$ cat src/rtl/bsg_link_sdr_reset_sequencer.sv
// Bring-up reset sequencer for a bank of bsg_link_sdr channels and their core.
// Steps the link and core resets in order, with a fixed dwell time per step.
module bsg_link_sdr_reset_sequencer #(
   parameter int hold_cycles_p  = 16,
   parameter int token_cycles_p = 8
) (
   input  logic       clk_i,
   input  logic       reset_n_i,
   input  logic       restart_i,
   output logic       uplink_reset_o,
   output logic       downlink_reset_o,
   output logic       downstream_reset_o,
   output logic       token_reset_o,
   output logic       core_reset_o,
   output logic       done_o,
   output logic [2:0] state_o
);

   typedef enum logic [2:0] {
      S_ALL   = 3'd0,
      S_TOK   = 3'd1,
      S_TOKW  = 3'd2,
      S_DLINK = 3'd3,
      S_ULINK = 3'd4,
      S_DSTRM = 3'd5,
      S_RUN   = 3'd6
   } state_e;

   localparam int MAXC = (hold_cycles_p > token_cycles_p)
                       ? hold_cycles_p : token_cycles_p;
   localparam int CW   = $clog2(MAXC + 1);
   localparam logic [CW-1:0] HOLD_LAST = CW'(hold_cycles_p - 1);
   localparam logic [CW-1:0] TOK_LAST  = CW'(token_cycles_p - 1);

   state_e          r_state;
   state_e          w_nxt;
   logic [CW-1:0]   r_cnt;
   logic [CW-1:0]   w_cnt_nxt;
   logic            w_last;
   logic [5:0]      r_out;

   // {up, dn, ds, tok, core, done}; unknown codes fall back to S_ALL
   function automatic logic [5:0] dec(input state_e s);
      case (s)
         S_TOK:   dec = 6'b111110;
         S_TOKW:  dec = 6'b111010;
         S_DLINK: dec = 6'b101010;
         S_ULINK: dec = 6'b001010;
         S_DSTRM: dec = 6'b000010;
         S_RUN:   dec = 6'b000001;
         default: dec = 6'b111010;
      endcase
   endfunction

   always_comb begin
      w_last = (r_state == S_TOK) ? (r_cnt == TOK_LAST)
                                  : (r_cnt == HOLD_LAST);
      w_nxt  = r_state;
      case (r_state)
         S_ALL:   if (w_last) w_nxt = S_TOK;
         S_TOK:   if (w_last) w_nxt = S_TOKW;
         S_TOKW:  if (w_last) w_nxt = S_DLINK;
         S_DLINK: if (w_last) w_nxt = S_ULINK;
         S_ULINK: if (w_last) w_nxt = S_DSTRM;
         S_DSTRM: if (w_last) w_nxt = S_RUN;
         S_RUN:   if (restart_i) w_nxt = S_ALL;
         default: w_nxt = S_ALL;
      endcase
      // Counter restarts on every state entry and idles at zero in S_RUN
      if ((w_nxt != r_state) || (r_state == S_RUN))
         w_cnt_nxt = '0;
      else
         w_cnt_nxt = r_cnt + CW'(1);
   end

   // Outputs are registered from the next state to stay glitch-free
   always_ff @(posedge clk_i) begin
      if (!reset_n_i) begin
         r_state <= S_ALL;
         r_cnt   <= '0;
         r_out   <= dec(S_ALL);
      end else begin
         r_state <= w_nxt;
         r_cnt   <= w_cnt_nxt;
         r_out   <= dec(w_nxt);
      end
   end

   assign uplink_reset_o     = r_out[5];
   assign downlink_reset_o   = r_out[4];
   assign downstream_reset_o = r_out[3];
   assign token_reset_o      = r_out[2];
   assign core_reset_o       = r_out[1];
   assign done_o             = r_out[0];
   assign state_o            = r_state;

endmodule

$ cat config.mk
export PLATFORM = sky130hd
export DESIGN_NAME = bsg_link_sdr_reset_sequencer
export DESIGN_NICKNAME = d
export VERILOG_FILES = /design/src/rtl/bsg_link_sdr_reset_sequencer.sv
export SDC_FILE = /design/constraint.sdc
export NUM_CORES = 1
export LEC_CHECK = 0
export BUFFER_PORTS_ARGS = -buffer_cell sky130_fd_sc_hd__buf_2
export CELL_PAD_IN_SITES_DETAIL_PLACEMENT = 0
export CELL_PAD_IN_SITES_GLOBAL_PLACEMENT = 1
export CORE_MARGIN = 5
export CORE_UTILIZATION = 42
export CTS_BUF_LIST = sky130_fd_sc_hd__clkbuf_8
export CTS_CLUSTER_SIZE = 20
export DETAILED_ROUTE_END_ITERATION = 12
export GPL_ROUTABILITY_DRIVEN = 1
export PLACE_DENSITY_LB_ADDON = 0.15
export SLEW_MARGIN = 20
export SYNTH_ARGS = -nofsm -noshare
export SYNTH_HDL_FRONTEND = slang
export SYNTH_SLANG_ARGS = --single-unit
$ cat constraint.sdc
create_clock -name clk_i -period 1.8 [get_ports clk_i]
set_clock_uncertainty 0.2 [all_clocks]
set_input_delay 0.09 -clock clk_i [delete_from_list [all_inputs] [get_ports clk_i]]
set_output_delay 0.09 -clock clk_i [all_outputs]
set_load 0.02 [all_outputs]
==> summary.txt, run 1 <==
CTS
  • Clock tree buffer depth: 2
  • CTS Hold Bufs: 2
  • CTS Buf Count: 3
  • TritonCTS clock tree: yes
  • Root Buffer: clkbuf_8
  • Setup bufs post-CTS: 0
  • H-tree Lvls: 1
  • CTS resizes: 0
  • Total clock sinks: 14
  • Worst-path clk slew: 0.06 ns
  • Worst skew pair latency: 0.24 ns

Timing
  • FMAX: just over 600 MHz
  • Slew margin rel.: 0.693
  • Max-slew violation count: 0
  • Final hold vios: 0
  • Fin crit share: 0.916
  • Setup TNS: 0 ns
  • Number of setup violations in the final report: 0
  • RSZ-0062 raised after global routing: no
  • Period minus WS final: 1.65 ns
  • Worst-Margin Slew: 0.459 ns

Layout
  • Inserted Diodes: 0
  • Number of non-filler instances in the completed layout: 99
  • Finished Core Util: 0.538
  • P&R area growth vs syn: 24.1%
  • Layout cell share with drive strength beyond 1: 0.265
  • Filler cell count: 147
  • Final net count: 88

Synthesis
  • Area share of fa/ha/maj cells after synthesis: 0.0196
  • Syn Nets: 71
  • Post-synthesis xor/xnor area fraction: 0.0412
  • Ys Warns: 0
  • Syn avg cell area: 9.52 sq um
  • Synthesized area: 638 sq um
  • Post-synthesis mux area share: 0
  • Post-synthesis simple-gate area fraction: 0.243
  • Synth top area share: 0.439
  • Top cells by area, synth: dfxtp_1 (44%), a21oi_1 (3.1%), nand3_1 (3.1%), o21ai_0 (3.1%), nand2_1 (2.9%)
  • Post-synthesis register bit count: 14
  • Post-synthesis sequential area ratio: 0.439
  • Largest family of logic cells by synthesized area: simple AND/OR/NAND/NOR gates
  • Cell variety after synth: 36
  • Area leader, netlist: dfxtp_1
  • Complex-gate fraction of the synthesized area: 0.222
  • Mapped Cells: 67

Global routing
  • Global Route Usage Sum: 0.126
  • Total grt overflow: 0
  • Largest net degree at the start of global routing: 14
  • Global-route wire length before repair: 2360 microns
  • Vias in the first global route: 511
  • Initial antenna violation count: 0

Floorplan
  • Die Ht: a little under 50 microns
  • Std cell rows: 14
  • Initial cell density of the core: 0.434
  • Core Area: approximately 1500 sq um
  • Io pins: 12
  • Die X: 49.0 microns
  • Die ar.: 2400 sq um

Route
  • Final wirelength: 1320 microns
  • DR vias: 555
  • Pre-antenna DRT Iters: 4
  • DRT iter0 DRCs: 6
  • Routed length per instance: approximately 13 microns
  • Via density: approximately 5.6
  • Post-DRT Antenna Nets: 0
  • DRC: 0

Power and ir drop
  • Net Sw Frac: 0.198
  • Leak: 0.335 nW
  • Comb power frac: 0.036
  • Clock share of power: 0.470
  • Flop pwr share: 0.494
  • Power per Cell Area: 820 nW/um^2
  • Sw Pwr: 0.129 mW
  • Power Internal: between 0.5 and 0.6 mW
  • VDD IR max: approximately 0.5 mV

Critical path
  • Largest fanout on the critical path: 6
  • Reg2Reg Setup Slack: roughly 0.15 ns
  • Crit Path Category: reg -> reg
  • Worst setup SP type: register
  • WP data required: approximately 1.7 ns
  • Critical path arrival: ~1.6 ns
  • Setup crit end kind: register

Outcome
  • Status: finished, final reports clean

Placed design
  • Post-DP HPWL: 921 microns
  • Dpl cells: 93
  • Port Buffers: 11
  • Gpl congestion: about 0.7

Job
  • # Max-Cap Violations: 0

Min path
  • Hold Path Class: reg -> reg
==> layout by cell type (no fill, tap or decap), types with 2 or more instances in the layout <==
cell,n
clkbuf_8,4
nand2_1,5
xor2_1,2
dlygate4sd3_1,2
buf_4,3
dfxtp_1,14
nand3_1,4
o211ai_1,2
a21oi_1,4
nor2_1,2
buf_2,11
o21ai_0,4
==> area by class of cell <==
class	instances	area (sq um)	area share
multi-input cells	48	335	0.423
flip-flops and latches	14	280	0.354
clock buffers	4	55.1	0.0695
inverters	1	3.75	0.00474
well taps	16	20.0	0.0253
repair buffers	16	97.6	0.123
==> Yosys cell counts, drive strengths merged <==
cell type	instances
o21ai	4
o211a	1
nor2	2
xor2	2
nor3	1
and3b	1
o2111ai	1
o21a	1
nand3	4
ha	1
dfxtp	14
nor4	1
buf	3
or3b	1
nand2	5
a211oi	1
a21oi	5
clkbuf	1
and3	1
nand3b	1
nor4b	1
and4b	1
nor3b	2
a21o	1
and2	1
a221oi	1
nand4b	1
o31a	1
a211o	1
inv	1
o211ai	2
o31ai	1
xnor2	1
nand2b	1
==> worst max-delay path: stages (launching register included) <==
cell	delay (ns)
dfxtp_1	0.35
ha_1	0.27
nand3b_1	0.18
nor4_1	0.27
buf_4	0.17
o211ai_1	0.09
==> layer usage <==
layer,wire length (microns),part of all wire,vias up,global-route usage
li1,-,-,281,-
met3,50,0.038,4,0.0183
met2,527,0.40,12,0.157
met4,51,0.039,0,0.121
met5,0,0,-,0
met1,687,0.52,258,0.176
==> metrics by stage <==
stage / hold slack (ns) / setup slack, ns / power, mW / area, sq um
after global placement: 0.180 / 0.157 / 0.348 / 717
after detailed placement: 0.181 / 0.162 / 0.347 / 717
after floorplan: 0.0531 / 0.223 / 0.341 / 638
after global routing: 0.273 / 0.0448 / 0.682 / 792
after CTS: 0.256 / 0.151 / 0.659 / 792
final: 0.255 / 0.152 / 0.650 / 792
==> final timing paths <==
check / start / end / cells after the start
min reg2reg: r_cnt[0] / r_cnt[0] / 1
max reg2reg: r_cnt[0] / r_out[1] / 5
max: r_cnt[0] / r_out[1] / 5
min: r_cnt[0] / r_cnt[0] / 1
==> state kept, by name, summed over array words and instances (netlist names) <==
| signal | flops |
|---|---|
| r_cnt | 5 |
| state_o | 3 |
| r_out | 6 |
==> power groups by stage <==
stage               Clock, mW  Combinational (mW)  Sequential [mW]
finish                  0.305              0.0232            0.321
global route            0.334              0.0272            0.322
floorplan                   0              0.0148            0.326
CTS                     0.315              0.0234            0.321
detailed placement          0              0.0197            0.328
global placement            0              0.0204            0.328
==> cells by family (layout without fill, tap and decap cells) <==
kind of cell    Yosys count  after routing
fa+ha+maj                 1              1
xor+xnor                  3              3
flops                    14             14
simple gates             24             24
buf+inv                   5             21
compound gates           20             20
(Power assumes the default switching activity.)
==> inputs of run 2 (changes only) <==
--- a/config.mk
+++ b/config.mk
@@ -5,11 +5,12 @@
 export SDC_FILE = /design/constraint.sdc
 export NUM_CORES = 1
 export LEC_CHECK = 0
+export ABC_CLOCK_PERIOD_IN_PS = 1800
 export BUFFER_PORTS_ARGS = -buffer_cell sky130_fd_sc_hd__buf_2
 export CELL_PAD_IN_SITES_DETAIL_PLACEMENT = 0
 export CELL_PAD_IN_SITES_GLOBAL_PLACEMENT = 1
 export CORE_MARGIN = 5
-export CORE_UTILIZATION = 42
+export CORE_UTILIZATION = 31
 export CTS_BUF_LIST = sky130_fd_sc_hd__clkbuf_8
 export CTS_CLUSTER_SIZE = 20
 export DETAILED_ROUTE_END_ITERATION = 12
==> run 2 against run 1 <==
  * Largest cell class unchanged
  * Sequential cell count unchanged
  * Clock power about the same
  * Final area up 2.7%
==> summary.txt, run 2 (synthesized netlist as in run 1, its figures left out) <==
Floorplan
  • Die Ht: 55.4 microns (was 49.0 microns)
  • Die ar.: 3070 sq um (was 2400 sq um)
  • Die X: 55.4 microns (was 49.0 microns)
  • Initial cell density of the core: 0.325 (was 0.434)
  • Io pins: 12 (unchanged)
  • Std cell rows: 16 (was 14)
  • Core Area: 1960 sq um (was 1470 sq um)

Global routing
  • Vias in the first global route: 493 (was 511)
  • Initial antenna violation count: 0 (unchanged)
  • Global-route wire length before repair: 2160 microns (was 2360 microns)
  • Total grt overflow: 0 (unchanged)
  • Largest net degree at the start of global routing: 14 (unchanged)
  • Global Route Usage Sum: 0.0929 (was 0.126)

Power and ir drop
  • Net Sw Frac: 0.196 (was 0.198)
  • Power per Cell Area: 797 nW/um^2 (was 820 nW/um^2)
  • Comb power frac: 0.036 (about the same)
  • VDD IR max: 0.336 mV (was 0.491 mV)
  • Sw Pwr: 0.127 mW (was 0.129 mW)
  • Clock share of power: 0.468 (was 0.470)
  • Power Internal: 0.521 mW (about the same)
  • Flop pwr share: 0.495 (was 0.494)
  • Leak: 0.341 nW (was 0.335 nW)

Placed design
  • Setup WS pre-CTS: 0.217 ns (was 0.162 ns)
  • Dpl cells: 105 (was 93)
  • Post-DP HPWL: 949 microns (was 921 microns)
  • Gpl congestion: 0.708 (was 0.688)
  • Port Buffers: 11 (unchanged)

Timing
  • Final hold vios: 0 (unchanged)
  • Hold slack: 0.249 ns (was 0.255 ns)
  • Slew margin rel.: 0.711 (was 0.693)
  • Setup TNS: 0 ns (unchanged)
  • Worst-Margin Slew: 0.433 ns (was 0.459 ns)
  • Final worst setup slack: 0.208 ns (was 0.152 ns)
  • Fin crit share: 0.884 (was 0.916)
  • Number of setup violations in the final report: 0 (unchanged)
  • RSZ-0062 raised after global routing: no (unchanged)
  • Max-slew violation count: 0 (unchanged)
  • Period minus WS final: 1.59 ns (was 1.65 ns)
  • FMAX: 628 MHz (was 607 MHz)

Route
  • DR vias: 556 (was 555)
  • DRC: 0 (unchanged)
  • DRT iter0 DRCs: 13 (was 6)
  • Post-DRT Antenna Nets: 0 (unchanged)
  • Routed length per instance: 11.7 microns (was 13.3 microns)
  • Pre-antenna DRT Iters: 4 (unchanged)
  • Via density: 5.01 (was 5.61)
  • Final wirelength: 1300 microns (was 1320 microns)

CTS
  • Worst-path clk slew: 0.06 ns (about the same)
  • Setup bufs post-CTS: 0 (unchanged)
  • CTS Buf Count: 3 (unchanged)
  • Root Buffer: clkbuf_8 (unchanged)
  • TritonCTS clock tree: yes (unchanged)
  • Worst skew pair latency: 0.25 ns (was 0.24 ns)
  • H-tree Lvls: 1 (unchanged)
  • Total clock sinks: 14 (unchanged)
  • Clock tree buffer depth: 2 (unchanged)

Critical path
  • WP data required: 1.73 ns (was 1.72 ns)
  • Setup crit end kind: register (unchanged)
  • Largest fanout on the critical path: 6 (unchanged)
  • Worst setup SP type: register (unchanged)
  • Critical path arrival: 1.52 ns (was 1.57 ns)
  • Reg2Reg Setup Slack: 0.21 ns (was 0.15 ns)
  • Crit Path Category: reg -> reg (unchanged)

Layout
  • Largest register FFs: 6 (unchanged)
  • Multi-input logic area: 335 sq um (unchanged)
  • Largest register by flop count: r_out (unchanged)
  • FF/Latch Area: 280 sq um (unchanged)
  • Filler cell count: 232 (was 147)
  • Inserted Diodes: 0 (unchanged)
  • Finished Core Util: 0.415 (was 0.538)
  • P&R area growth vs syn: 27.5% (was 24.1%)
  • Commonest non-fill, non-tap cell in the layout: dfxtp_1 (unchanged)
  • Commonest non-fill, non-tap cells in the layout: dfxtp_1 (14), buf_2 (11), nand2_1 (5) (unchanged)
  • Layout cell share with drive strength beyond 1: 0.274 (was 0.265)
  • Final net count: 89 (was 88)
  • Number of non-filler instances in the completed layout: 111 (was 99)

Job
  • # Max-Cap Violations: 0 (unchanged)

Min path
  • Hold Path Class: reg -> reg (unchanged)

Outcome
  • Status: finished, final reports clean (unchanged)
==> run 2: worst max-delay path: stages, from the launching register on <==
cell      delay, ns
dfxtp_1        0.35
ha_1           0.27
nand3b_1       0.15
nor4_1         0.25
buf_4          0.17
o211ai_1       0.08
==> run 2: area by class of cell <==
cell class / instances / share of cell area
inverter: 1 / 0.00462
tap: 27 / 0.0415
sequential: 14 / 0.345
timing repair buffer: 17 / 0.129
clock buffer: 4 / 0.0677
multi-input combinational: 48 / 0.412
==> run 2: path summary, 6_finish.rpt <==
| path | endpoint | cells past startpoint | start |
|---|---|---|---|
| hold / removal | r_cnt[0] | 1 | r_cnt[0] |
| hold reg to reg | r_cnt[0] | 1 | r_cnt[0] |
| setup / recovery | r_out[1] | 5 | r_cnt[0] |
| setup reg to reg | r_out[1] | 5 | r_cnt[0] |
==> run 2: what timing repair did <==
action | 4_1_cts | 5_1_grt
endpoints found under the setup margin | 0 | 0
hold buffers | 2 | 0
gates resized for setup | 0 | 0
hold endpoints to repair | 9 | 0
==> run 2: metrics by stage <==
stage	instance area [sq um]	total power, mW
2_1_floorplan	638	0.341
3_3_place_gp	738	0.349
3_5_place_dp	738	0.348
4_1_cts	813	0.663
5_1_grt	813	0.679
6_report	813	0.648
==> run 2: routing by layer <==
metal / wire, microns / part of all wire / global-route usage
met1: 658 / 0.51 / 0.118
met2: 525 / 0.40 / 0.122
met3: 64 / 0.049 / 0.0303
met4: 51 / 0.039 / 0.0833
met5: 0 / 0 / 0
==> run 2: power groups by stage <==
stage	registers [mW]	logic (mW)	clock network [mW]
after global routing	0.322	0.0268	0.331
after detailed placement	0.328	0.0203	0
after floorplan	0.326	0.0148	0
after CTS	0.321	0.0236	0.318
final	0.321	0.0234	0.304
after global placement	0.328	0.0211	0
==> inputs of run 3 (changes only) <==
--- a/config.mk
+++ b/config.mk
@@ -5,7 +5,7 @@
 export SDC_FILE = /design/constraint.sdc
 export NUM_CORES = 1
 export LEC_CHECK = 0
-export ABC_CLOCK_PERIOD_IN_PS = 1800
+export ABC_CLOCK_PERIOD_IN_PS = 1500
 export BUFFER_PORTS_ARGS = -buffer_cell sky130_fd_sc_hd__buf_2
 export CELL_PAD_IN_SITES_DETAIL_PLACEMENT = 0
 export CELL_PAD_IN_SITES_GLOBAL_PLACEMENT = 1
==> constraint.sdc (replaced) <==
create_clock -name clk_i -period 1.5 [get_ports clk_i]
set_clock_uncertainty 0.2 [all_clocks]
set_input_delay 0.075 -clock clk_i [delete_from_list [all_inputs] [get_ports clk_i]]
set_output_delay 0.075 -clock clk_i [all_outputs]
set_load 0.02 [all_outputs]
==> run 3 against run 2 <==
  * Core utilization grew 3.6 points
  * Critical path type unchanged
  * Largest cell class unchanged
  * Highest routed layer unchanged
  * Count of clock-buffer cells in the layout unchanged
  * Critical endpoint is now state_o[1]
  * Non-clock buffer count grew 4
==> summary.txt, run 3 (synthesized netlist as in run 1, its figures left out) <==
Critical path
  • Critical path arrival: 1.40 ns (was 1.52 ns)
  • Critical path launch point: r_cnt[1] (was r_cnt[0])
  • R2R Path Start: r_cnt[1] (was r_cnt[0])
  • Largest fanout on the critical path: 6 (unchanged)
  • WP data required: 1.42 ns (was 1.73 ns)
  • Setup crit end kind: register (unchanged)
  • Worst setup SP type: register (unchanged)
  • Crit Path Category: reg -> reg (unchanged)

Power and ir drop
  • VDD IR max: 0.379 mV (was 0.336 mV)
  • Power per Cell Area: 884 nW/um^2 (was 797 nW/um^2)
  • Leak: 0.366 nW (was 0.341 nW)
  • Power consumption: 0.781 mW (was 0.648 mW)

CTS
  • CTS Buf Count: 3 (unchanged)
  • Total clock sinks: 14 (unchanged)
  • Worst skew pair latency: 0.24 ns (was 0.25 ns)
  • H-tree Lvls: 1 (unchanged)
  • Root Buffer: clkbuf_8 (unchanged)
  • Worst-path clk slew: 0.06 ns (about the same)
  • Clock tree buffer depth: 2 (unchanged)
  • TritonCTS clock tree: yes (unchanged)

Route
  • Via density: 4.97 (was 5.01)
  • DRT iter0 DRCs: 6 (was 13)
  • DR vias: 572 (was 556)
  • Final wirelength: 1410 microns (was 1300 microns)
  • Routed length per instance: 12.2 microns (was 11.7 microns)
  • DRC: 0 (unchanged)
  • Post-DRT Antenna Nets: 0 (unchanged)
  • Pre-antenna DRT Iters: 2 (was 4)

Timing
  • Slew margin rel.: 0.785 (was 0.711)
  • Final hold vios: 0 (unchanged)
  • Number of setup violations in the final report: 0 (unchanged)
  • Final worst setup slack: 0.0264 ns (was 0.208 ns)
  • Worst-Margin Slew: 0.320 ns (was 0.433 ns)
  • Max-slew violation count: 0 (unchanged)
  • Fin crit share: 0.982 (was 0.884)
  • FMAX: 679 MHz (was 628 MHz)
  • Period minus WS final: 1.47 ns (was 1.59 ns)

Global routing
  • Vias in the first global route: 514 (was 493)
  • Global Route Usage Sum: 0.0938 (was 0.0929)
  • Initial antenna violation count: 0 (unchanged)
  • Total grt overflow: 0 (unchanged)
  • Largest net degree at the start of global routing: 12 (was 14)
  • Global-route wire length before repair: 2330 microns (was 2160 microns)

Floorplan
  • Die Ht: 55.4 microns (unchanged)
  • Io pins: 12 (unchanged)
  • Std cell rows: 16 (unchanged)
  • Die X: 55.4 microns (unchanged)
  • Die ar.: 3070 sq um (unchanged)
  • Initial cell density of the core: 0.325 (unchanged)
  • Core Area: 1960 sq um (unchanged)

Outcome
  • Status: finished, final reports clean (unchanged)

Min path
  • Min-delay src: r_cnt[0] (unchanged)
  • Hold Path Class: reg -> reg (unchanged)

Placed design
  • Area after DPL: 772 sq um (was 738 sq um)
  • Dpl cells: 108 (was 105)
  • Gpl congestion: 0.719 (was 0.708)
  • Setup WS pre-CTS: -0.0146 ns (was 0.217 ns)
  • Port Buffers: 11 (unchanged)
  • Post-DP HPWL: 1060 microns (was 949 microns)

Layout
  • Finished Core Util: 0.450 (was 0.415)
  • Post-route cell area: 883 sq um (was 813 sq um)
  • P&R area growth vs syn: 38.4% (was 27.5%)
  • Commonest non-fill, non-tap cell in the layout: buf_2 (was dfxtp_1)
  • Number of non-filler instances in the completed layout: 115 (was 111)
  • Largest register FFs: 6 (unchanged)
  • Inserted Diodes: 0 (unchanged)
  • Layout cell share with drive strength beyond 1: 0.420 (was 0.274)
  • Commonest non-fill, non-tap cells in the layout: buf_2 (11), dfxtp_1 (9), buf_4 (7), nand2_1 (5) (was dfxtp_1 (14), buf_2 (11), nand2_1 (5))
  • Largest register by flop count: r_out (unchanged)
  • Final net count: 93 (was 89)

Job
  • # Max-Cap Violations: 0 (unchanged)
[run 3: area by class of cell]
class | instances | area [sq um]
Multi-Input combinational cell | 48 | 363
Fill cell | 222 | 1080
Sequential cell | 14 | 289
Inverter | 1 | 3.75
Tap cell | 27 | 33.8
Timing Repair Buffer | 21 | 139
Clock buffer | 4 | 55.1
[run 3: path summary, 6_finish.rpt]
check	slack [ns]	cells after the start	to
max	0.03	5	state_o[1]
min	0.32	2	r_cnt[0]
max reg2reg	0.03	5	state_o[1]
min reg2reg	0.32	2	r_cnt[0]
[run 3: timing repair]
| item | in CTS | in global routing |
|---|---|---|
| hold buffers | 2 | 0 |
| cloned | 0 | 0 |
| pin swaps | 0 | 4 |
| gates resized for setup | 2 | 7 |
| endpoints found under the setup margin | 2 | 6 |
| buffers inserted | 0 | 1 |
| endpoints found under the hold margin | 9 | 0 |
[run 3: layer usage]
layer,share of wire,track usage,wire (microns),vias to the layer above
met5,0,0,0,-
met4,0.0050,0.0417,7,0
met3,0.047,0.0303,66,2
met2,0.49,0.152,683,7
met1,0.46,0.112,651,271
li1,-,-,-,292
[run 3: where the power goes]
group,total [mW],switching (mW),internal (mW)
registers,0.387,0.00844,0.378
logic,0.0347,0.0156,0.0191
clock network,0.359,0.127,0.232
[run 3: per-stage QoR]
| stage | TNS [ns] | hold slack, ns |
|---|---|---|
| 4_1_cts | 0 | 0.324 |
| 3_5_place_dp | -0.0146 | 0.169 |
| 3_3_place_gp | 0 | 0.169 |
| 5_1_grt | -0.0210 | 0.337 |
| 2_1_floorplan | -0.00160 | 0.0381 |
| 6_report | 0 | 0.321 |
[run 3: worst max-delay path, cell delays in order, from the launching register on]
cell	delay [ns]
dfxtp_2	0.35
ha_4	0.16
and4b_2	0.27
buf_6	0.10
nor2_1	0.03
o31a_1	0.24
